**src/rtl/gate_bist_pkg.sv**
```systemverilog
// Shared definitions for the gate BIST sequencer: op encodings, FSM states and golden model.
package gate_bist_pkg;

  localparam logic [2:0] OP_AND  = 3'd0;
  localparam logic [2:0] OP_OR   = 3'd1;
  localparam logic [2:0] OP_NAND = 3'd2;
  localparam logic [2:0] OP_NOR  = 3'd3;
  localparam logic [2:0] OP_XOR  = 3'd4;
  localparam logic [2:0] OP_XNOR = 3'd5;
  localparam logic [2:0] OP_LAST = 3'd5;

  typedef enum logic [1:0] {
    ST_IDLE,
    ST_SETTLE,
    ST_CHECK,
    ST_DONE
  } state_t;

  // Only the low n bits of vec take part in the reduction.
  function automatic logic expected_y(input logic [2:0] op, input logic [7:0] vec, input int n);
    logic a;
    logic o;
    logic x;
    logic y;
    a = 1'b1;
    o = 1'b0;
    x = 1'b0;
    for (int i = 0; i < 8; i++) begin
      if (i < n) begin
        a = a & vec[i];
        o = o | vec[i];
        x = x ^ vec[i];
      end
    end
    case (op)
      OP_AND:  y = a;
      OP_OR:   y = o;
      OP_NAND: y = ~a;
      OP_NOR:  y = ~o;
      OP_XOR:  y = x;
      OP_XNOR: y = ~x;
      default: y = 1'b0;
    endcase
    return y;
  endfunction

endpackage

```
**src/rtl/gate_bist_ctrl_if.sv**
```systemverilog
// Stimulus, sample and result signals between the BIST controller and its environment.
interface gate_bist_ctrl_if #(parameter int N_IN = 2);
  logic            start;
  logic [2:0]      op;
  logic [N_IN-1:0] dut_in;
  logic            dut_y;
  logic            busy;
  logic            done;
  logic            pass;
  logic [N_IN:0]   err_cnt;
  logic [N_IN-1:0] first_fail;

  modport master (
    output start, op, dut_y,
    input  dut_in, busy, done, pass, err_cnt, first_fail
  );

  modport slave (
    input  start, op, dut_y,
    output dut_in, busy, done, pass, err_cnt, first_fail
  );
endinterface

```
**src/rtl/gate_ref_model.sv**
```systemverilog
// Combinational golden model of the basic N-input gate family; reusable by gate testbenches.
module gate_ref_model
  import gate_bist_pkg::*;
#(
  parameter int N_IN = 2
) (
  input  logic [2:0]      op,
  input  logic [N_IN-1:0] vec,
  output logic            exp_y
);

  assign exp_y = expected_y(op, 8'(vec), N_IN);

endmodule

```
**src/rtl/gate_bist_ctrl.sv**
```systemverilog
// Exhaustive-sweep BIST sequencer for an N-input gate; done 2^N_IN*(SETTLE+1)+1 cycles after start.
// GATE_BIST_STOP_ON_FAIL_EN ends the sweep at the first mismatching vector.
module gate_bist_ctrl
  import gate_bist_pkg::*;
#(
  parameter int N_IN   = 2,
  parameter int SETTLE = 2
) (
  input  logic          clk,
  input  logic          rst_n,
  gate_bist_ctrl_if.slave bus
);

  localparam int CW = $clog2(SETTLE + 1);

  state_t          state, state_n;
  logic [N_IN-1:0] vec, vec_n;
  logic [CW-1:0]   cnt, cnt_n;
  logic [2:0]      op_q, op_q_n;
  logic [N_IN:0]   err, err_n;
  logic [N_IN-1:0] ff, ff_n;
  logic            pass_q, pass_n;
  logic            exp_y;
  logic            mismatch;
  logic            stop_now;

  gate_ref_model #(.N_IN(N_IN)) u_ref (
    .op    (op_q),
    .vec   (vec),
    .exp_y (exp_y)
  );

  assign mismatch = (bus.dut_y != exp_y);

`ifdef GATE_BIST_STOP_ON_FAIL_EN
  assign stop_now = mismatch;
`else
  assign stop_now = 1'b0;
`endif

  always_ff @(posedge clk or negedge rst_n) begin
    if (!rst_n) begin
      state  <= ST_IDLE;
      vec    <= '0;
      cnt    <= '0;
      op_q   <= '0;
      err    <= '0;
      ff     <= '0;
      pass_q <= 1'b0;
    end else begin
      state  <= state_n;
      vec    <= vec_n;
      cnt    <= cnt_n;
      op_q   <= op_q_n;
      err    <= err_n;
      ff     <= ff_n;
      pass_q <= pass_n;
    end
  end

  always_comb begin
    state_n = state;
    vec_n   = vec;
    cnt_n   = cnt;
    op_q_n  = op_q;
    err_n   = err;
    ff_n    = ff;
    pass_n  = pass_q;
    case (state)
      ST_IDLE: begin
        if (bus.start) begin
          op_q_n = bus.op;
          vec_n  = '0;
          cnt_n  = '0;
          err_n  = '0;
          ff_n   = '0;
          pass_n = 1'b0;
          state_n = (bus.op <= OP_LAST) ? ST_SETTLE : ST_DONE;
        end
      end
      ST_SETTLE: begin
        if (cnt == CW'(SETTLE - 1)) begin
          cnt_n   = '0;
          state_n = ST_CHECK;
        end else begin
          cnt_n = cnt + CW'(1);
        end
      end
      ST_CHECK: begin
        if (mismatch) begin
          err_n = err + (N_IN+1)'(1);
          if (err == '0) ff_n = vec;
        end
        // pass is settled on the way into DONE so it is valid alongside done.
        if ((&vec) || stop_now) begin
          pass_n  = !mismatch && (err == '0);
          state_n = ST_DONE;
        end else begin
          vec_n   = vec + N_IN'(1);
          state_n = ST_SETTLE;
        end
      end
      ST_DONE: state_n = ST_IDLE;
      default: state_n = ST_IDLE;
    endcase
  end

  assign bus.busy       = (state == ST_SETTLE) || (state == ST_CHECK);
  assign bus.done       = (state == ST_DONE);
  assign bus.dut_in     = bus.busy ? vec : '0;
  assign bus.pass       = pass_q;
  assign bus.err_cnt    = err;
  assign bus.first_fail = ff;

endmodule
```
**src/flat_wrapper.sv**
```systemverilog
// flat-port wrapper written by rule: the top's interface ports become plain ports
module gate_bist_ctrl_flat import gate_bist_pkg::*;
#(
  parameter int N_IN   = 2,
  parameter int SETTLE = 2
)
  (clk, rst_n, bus_start, bus_op, bus_dut_y, bus_dut_in, bus_busy, bus_done, bus_pass, bus_err_cnt, bus_first_fail);
  gate_bist_ctrl_if #(.N_IN(N_IN)) bus_i ();
  input  logic clk;
  input  logic rst_n;
  input wire logic [$bits(bus_i.start)-1:0] bus_start;
  input wire logic [$bits(bus_i.op)-1:0] bus_op;
  input wire logic [$bits(bus_i.dut_y)-1:0] bus_dut_y;
  output wire logic [$bits(bus_i.dut_in)-1:0] bus_dut_in;
  output wire logic [$bits(bus_i.busy)-1:0] bus_busy;
  output wire logic [$bits(bus_i.done)-1:0] bus_done;
  output wire logic [$bits(bus_i.pass)-1:0] bus_pass;
  output wire logic [$bits(bus_i.err_cnt)-1:0] bus_err_cnt;
  output wire logic [$bits(bus_i.first_fail)-1:0] bus_first_fail;
  assign bus_i.start = bus_start;
  assign bus_i.op = bus_op;
  assign bus_i.dut_y = bus_dut_y;
  assign bus_dut_in = bus_i.dut_in;
  assign bus_busy = bus_i.busy;
  assign bus_done = bus_i.done;
  assign bus_pass = bus_i.pass;
  assign bus_err_cnt = bus_i.err_cnt;
  assign bus_first_fail = bus_i.first_fail;
  gate_bist_ctrl #(.N_IN(N_IN), .SETTLE(SETTLE)) u_core (.clk(clk), .rst_n(rst_n), .bus(bus_i));
endmodule
```
**config.mk**
```make
export PLATFORM = sky130hd
export DESIGN_NAME = gate_bist_ctrl_flat
export DESIGN_NICKNAME = d
export VERILOG_FILES = /design/src/rtl/gate_bist_pkg.sv /design/src/rtl/gate_bist_ctrl_if.sv /design/src/rtl/gate_ref_model.sv /design/src/rtl/gate_bist_ctrl.sv /design/src/flat_wrapper.sv
export SDC_FILE = /design/constraint.sdc
export NUM_CORES = 1
export LEC_CHECK = 0
export CAP_MARGIN = 20
export CORE_MARGIN = 1
export CORE_UTILIZATION = 29
export DETAILED_ROUTE_END_ITERATION = 8
export MAX_ROUTING_LAYER = met4
export PLACE_DENSITY = 0.49
export RECOVER_POWER = 25
export SLEW_MARGIN = 30
export SYNTH_ARGS = -nofsm -noshare
export SYNTH_HDL_FRONTEND = slang
export SYNTH_SLANG_ARGS = --single-unit
```
**constraint.sdc**
```tcl
create_clock -name clk -period 3.46 [get_ports clk]
set_input_delay 0.692 -clock clk [delete_from_list [all_inputs] [get_ports clk]]
set_output_delay 0.692 -clock clk [all_outputs]
set_load 0.02 [all_outputs]
```
# After elaboration in Yosys (flattened, before gate mapping)
# Index checks and enable logic that the tools add are counted.
# totals
register_bits,15
latchBits,0
ramBits,0
mem_bits_ro,0
in_bits,7
out_inout_bits,10
elab_cells,70
memories,0
# op_classes
addsub,3
multipliers,0
div,0
n_lt_le_gt_ge,1
eq_ne,16
n_shift,0
mux,21
n_bitwise,6
n_reduce_logical,16
# op_table
op,n
2-bit 2-to-1 mux,10
2-bit one-hot mux with 2 select lines,3
3-bit AND reduction,3
"2-bit by 1-bit inequality test with 1-bit output, second input constant",4
2-bit one-hot mux with 4 select lines,1
2-bit AND reduction,4
"3-bit by 2-bit == test with 1-bit output, second input constant",2
"3-bit == test, second input constant",2
3-bit zero test,2
3-bit 2-to-1 mux,2
1-bit one-hot mux with 6 select lines,1
3-bit one-hot mux with 2 select lines,1
"2-bit by 1-bit adder with 2-bit output, second input constant",2
"2-bit by 1-bit == test with 1-bit output, second input constant",2
"2-bit == test, second input constant",2
"2-bit inequality test, second input constant",2
4-bit AND reduction,1
2-bit nonzero test,2
"3-bit by 1-bit adder with 3-bit output, second input constant",1
"3-bit by 1-bit == test with 1-bit output, second input constant",1
"3-bit <= comparator, second input constant",1
1-bit inverter,3
2-bit zero test,1
1-bit 2-to-1 mux,2
8 further kinds,8

# Longest topological paths before layout
# depth
depth_word,8
ltp_mapped,9
mapped_depth_nobuf,8

# By module
# From an unflattened synthesis, not the netlist that was laid out.
# unflattened
cells_unflattened,95
area_unflattened_um2,943.4
# modules_own_cells
mod,n_inst,cells_per_inst,area_each_um2,seq_area_each_um2
gate_bist_ctrl,1,85,867.1,375.4
gate_ref_model,1,10,76.3,0.0

# Worst setup path before layout
# OpenSTA, ideal clock, no wires.
# synth_path
kind,reg2reg
startpoint,register u_core.vec[0]
endpoint,register u_core.err[1] (netlist: u_core.bus.err_cnt[1])
setup_ps,126
arrival_ps,1882
required_ps,3334
path_slack_ps,1452
stages_incl_launch_ff,9
path_buffers,0
synth_period_minus_slack_ps,2008
cell_sequence,dfrtp_1 > inv_1 > ha_1 > xnor2_1 > nor4b_1 > a31oi_1 > nand3_2 > and3_1 > a221o_1
# synth_via
elab_chain_len,6
elab_cells_between_ends,10
classes_between,eq/ne: 2; mux: 1; bitwise: 6; reduce/logical: 1
# synth_lines
item,line_no,rtl
from (decl),gate_bist_ctrl.sv:17,"logic [N_IN-1:0] vec, vec_n;"
from (signal assigned),gate_bist_ctrl.sv:52,vec <= vec_n;
"1-bit XOR, or another cell as far along",gate_bist_pkg.sv:32,x = x ^ vec[i];
"1-bit inverter, on equally long branches","gate_bist_pkg.sv:41, gate_bist_pkg.sv:38, gate_bist_pkg.sv:39",
1-bit one-hot mux with 6 select lines *,gate_bist_pkg.sv:35,case (op)
1-bit inequality test *,gate_bist_ctrl.sv:33,assign mismatch = (bus.dut_y != exp_y);
2-bit by 1-bit inequality test with 1-bit output (no source line) *,-,
3-bit AND reduction (no source line) *,-,
to (signal assigned),gate_bist_ctrl.sv:55,err <= err_n;
to (decl),gate_bist_ctrl.sv:20,"logic [N_IN:0] err, err_n;"
# Mark *: on every way between the ends. The rest lies on a longest branch, timed or not.
# A chain may end at the register's enable or synchronous reset.

# Worst setup path in the final report
# layout_path
startpoint,register u_core.state[0]
endpoint,output port bus_dut_in[1]
# layout_via
elab_chain_len,3
elab_cells_between_ends,4
classes_between,eq/ne: 2; mux: 1; reduce/logical: 1
# layout_lines
item,line_no,rtl
from (decl),gate_bist_ctrl.sv:16,"state_t state, state_n;"
from (signal assigned),gate_bist_ctrl.sv:51,state <= state_n;
2-bit by 1-bit == test with 1-bit output / 2-bit == test (equally long branches),gate_bist_ctrl.sv:108,assign bus.busy = (state == ST_SETTLE) || (state == ST_CHECK);
1-bit logical OR *,gate_bist_ctrl.sv:108,
2-bit 2-to-1 mux *,gate_bist_ctrl.sv:110,assign bus.dut_in = bus.busy ? vec : '0;
to (decl),flat_wrapper.sv:14,output wire logic [$bits(bus_i.dut_in)-1:0] bus_dut_in;
# Marked as above.

==> impl_summary.md <==
Route
The count of nets left with antenna violations once routing finished came out at 0. The number of iterations in the first detailed-routing pass is 4. The count of vias placed by the detailed router is 848. For this block, the routed nets add up to 2190 um of wire.

In the final routed layout, each cell accounts on average for 13.0 um. The DRC violations left is 0. Using the TritonRoute via totals, the vias-per-cell ratio works out to 5.05.

In this run, the number of DRC markers left after iteration 0 of detailed routing was 17.

Power and ir drop
The share of total power in the clock network is 10.1%. In this run, the combinational gates consume 58.8% of the power. Internal power comes to 538 uW. The share of total power dissipated in sequential elements is 31.0%. The power per cell area is 818 nW/um^2. Net switching is 46.1% of the power.

For this design the static power due to leakage is 0.516 nW. The worst ir drop on vdd is 0.522 mV. For this design the total switching power over the nets is 461 uW.

Setup path
The endpoint identified for the worst register-to-register timing path is u_core.bus.err_cnt[1]. The destination of the critical timing path is bus_dut_in[1]. The critical path runs through a total of 4 cells. The capturing element type of the critical path is an output pin. On the worst path, the slowest cell contributes a delay of 0.59 ns. STA classifies the critical path startpoint as a register. Walking the worst path, the cells encountered are inv_1, ha_1, and2_1, clkdlybuf4s50_1. In this run the worst path has a maximum fanout of 4. The most critical setup path has its startpoint at u_core.state[0]. The largest individual stage delay along the critical path comes from the cell clkdlybuf4s50_1. For the worst setup path, the data arrival time is 1.81 ns. The setup slack of the most critical reg-to-reg path is 1.20 ns. In this run the critical register-to-register path is launched from u_core.vec[0].

STA puts the critical path data required time at 2.77 ns. For the worst flop-to-flop path, the logic depth is 8. Grouping stages by cell kind, the critical path spends the most delay in buffers and inverters.

The worst setup path category is reg2out. The critical path buffer and inverter count is 2.

Place
After legalization and detailed placement, the total HPWL measured 1680 um. The number of placed cells counting well taps is 164. The cell area reported after detailed placement is 1200 sq um. The congestion estimate from routability-driven global placement came to 0.740. Input and output buffers added on the ports amount to 16.

STA
Subtracting the final worst setup slack from the clock period gives 2.50 ns. The period utilization is 72.3%. The final max-slew violation count is 0. The slew at the pin with the worst max-slew slack is 0.710 ns. Adding up every negative setup slack in the final design gives 0 ns.

Setup repair after global routing left no endpoint under its margin. The final-report hold violation count is 0. The tightest slew margin relative to the limit is 52.5%. The final clock skew is 0.00395 ns. The number of failing setup endpoints in the final timing report is 0.

For this run, the top clock speed supported by timing is 400 MHz.

Synth
Each instance of the synthesized netlist takes up on average 9.27 sq um. The share of the synthesized area in the top cell type is 37.8%. The number of nets handed over by synthesis was 123. The Yosys step of the flow raised 0 warnings. The commonest cells after synthesis are dfrtp_1 (15), ha_1 (9), nand2_1 (9), nor2_1 (9), o21ai_0 (8). By area the synthesized netlist is led by dfrtp_1 (38%), ha_1 (11%), o21ai_0 (4.0%).

The fraction of the yosys area taken by sequential cells is 37.8%. In this run the cell area of the synthesized design comes to 992 sq um. The number of unique standard cell types used by synthesis is 34. Counting flops and latches in the post-synthesis netlist gives 15.

The number of enable flip-flop cells after synthesis is 0. The share of flip-flops with an asynchronous set or reset after synthesis is 100%. The gate count after technology mapping is 107.

The cell type with the largest total area after synthesis is dfrtp_1. The most numerous cell in the Yosys netlist is dfrtp_1. The most common flop cell mapped by yosys is dfrtp_1.

Clock tree
Buffers added to address setup during post-CTS repair amount to 0. The CTS H-tree depth is 1. After clock tree synthesis, the clock-pin slew on the worst setup and hold paths is 0.09 ns. The number of hold buffers added after cts is 0. Once the clock tree was built, the resizer swapped 0 gates to a different size. TritonCTS built the clock tree. The number of clock sinks seen by CTS is 15.

The clock tree root buffer cell is clkbuf_4. In this run, CTS created clock tree buffers numbering 3. The clock latency on the worst-skew pair is 0.28 ns.

Counting along the longest clock path gives a buffer depth of 2.

Die
The full die area is 3660 sq um. The initial utilization of the core area, before any placement, comes to 31.5%. From bottom edge to top edge, the die measures 60.5 um.

The floorplan row count is 20. The width of the chip is 60.5 um. The number of primary I/O pins is 17. The area of the core region is 3150 sq um.

Cells and area
The layout has 333 filler cells. In the final layout, the share of cells above drive strength 1 is 6.45%. The post-route cell area is 1220 sq um. The finished layout holds 168 standard cells, fillers aside. For this run, the post-layout net count is 141. The repair_antennas step left the layout with diodes totalling 0. The area growth from synthesis to layout is 23.2%.

Min path
Counting instances, the worst hold path has a depth of 1. In this run the worst hold path is classified as reg2reg.

Global route
The first global-routing pass estimated 3770 um of wire. The number of antenna violations at the first check in global routing is 0. The total overflow left after global routing is 0.

The maximum number of pins on one net before global-route repair is 16. The via count of the first global-routing pass was 822. In the global route stage, overall resource usage came out at 14.6%.

Status
The flow ran to the end, and the final reports show no timing, DRC or antenna violations.

Job
The max-cap violation count is 0.
-- worst reg2reg max path: stages, from the launching register on --
cell	delay, ns
dfrtp_1	0.45
inv_1	0.10
ha_1	0.35
xnor2_1	0.21
nor4b_1	0.07
a31oi_1	0.24
nand3_2	0.19
and3_1	0.25
a221o_1	0.29
-- flip-flops by register name, indices dropped and copies added, names as in the netlist --
name                   count
u_core.bus.err_cnt         3
u_core.op_q                3
u_core.bus.first_fail      2
u_core.cnt                 2
u_core.state               2
u_core.vec                 2
u_core.bus.pass            1
-- power groups by stage --
stage | sequential [mW] | clock (mW) | combinational [mW]
floorplan | 0.313 | 0 | 0.409
global placement | 0.311 | 0 | 0.587
detailed placement | 0.315 | 0 | 0.592
CTS | 0.311 | 0.109 | 0.595
global route | 0.324 | 0.115 | 0.663
finish | 0.310 | 0.101 | 0.588
-- cell type report --
class	instances	area, sq um	area share [%]
Sequential cell	15	375	30.7
Multi-Input combinational cell	82	579	47.4
Timing Repair Buffer	16	160	13.1
Tap cell	44	55.1	4.50
Inverter	7	26.3	2.15
Clock buffer	4	26.3	2.15
-- metal layers --
layer  GRT usage, %  vias up  wire length, um
li1               -      419                -
met1           18.4      409             1090
met2           22.3       16             1020
met3           4.05        4               60
met4           5.19        0               27
met5              -        -                0
-- worst min-delay path by stage --
stage | end | startpoint | slack (ns)
6_report | u_core.cnt[1] | u_core.cnt[1] | 0.49
3_3_place_gp | u_core.cnt[1] | u_core.cnt[1] | 0.47
3_5_place_dp | u_core.cnt[1] | u_core.cnt[1] | 0.47
2_1_floorplan | u_core.bus.err_cnt[0] | rst_n | 0.40
5_1_grt | u_core.cnt[1] | u_core.cnt[1] | 0.50
4_1_cts | u_core.cnt[1] | u_core.cnt[1] | 0.49
-- per-stage QoR --
step | setup slack, ns | hold WS (ns) | utilization [%] | power [mW]
after floorplan | 1.45 | 0.396 | - | 0.722
after global placement | 0.957 | 0.466 | 37.9 | 0.897
after detailed placement | 0.886 | 0.469 | 37.9 | 0.907
after CTS | 0.914 | 0.492 | 38.8 | 1.02
after global routing | 0.845 | 0.501 | 38.8 | 1.10
final | 0.960 | 0.486 | 38.8 | 0.999
-- cell usage in the layout (no fill, tap or decap) --
| cell | count |
|---|---|
| dfrtp_1 | 15 |
| mux2i_1 | 2 |
| clkdlybuf4s50_1 | 15 |
| a32o_1 | 2 |
| nand3_1 | 1 |
| ha_1 | 9 |
| nand2_1 | 9 |
| a21oi_1 | 6 |
| nand4b_1 | 1 |
| or3_1 | 1 |
| nor2_1 | 9 |
| clkbuf_1 | 1 |
| nor4b_1 | 1 |
| a22oi_1 | 1 |
| clkbuf_4 | 3 |
| a211o_1 | 1 |
| inv_1 | 7 |
| a32oi_1 | 1 |
| xnor2_1 | 2 |
| o211ai_1 | 1 |
| a31oi_1 | 4 |
| a221o_1 | 1 |
| o21ai_0 | 8 |
| and2_1 | 3 |
| nand3b_1 | 1 |
| a221oi_2 | 1 |
| nand3_2 | 1 |
| nand2b_1 | 4 |
| mux2_2 | 3 |
| and3_1 | 1 |
| nor3_1 | 1 |
| or2b_1 | 1 |
| o221ai_1 | 1 |
| dlygate4sd3_1 | 1 |
| o21a_1 | 3 |
| o41ai_1 | 1 |
| nor2b_1 | 1 |
-- kinds of logic (layout without fill, tap and decap cells) --
kind of cell	count (synthesis)	count (layout)	synth area share, %
AOI/OAI and AO/OA	31	31	21.4
xor gates and xnor gates	2	2	1.77
adders and majority gates	9	9	11.3
buffers and inverters	10	27	3.78
DFF	15	15	37.8
muxes	5	5	5.42
and+or+nand+nor	35	35	18.4
(Power assumes the default switching activity.)
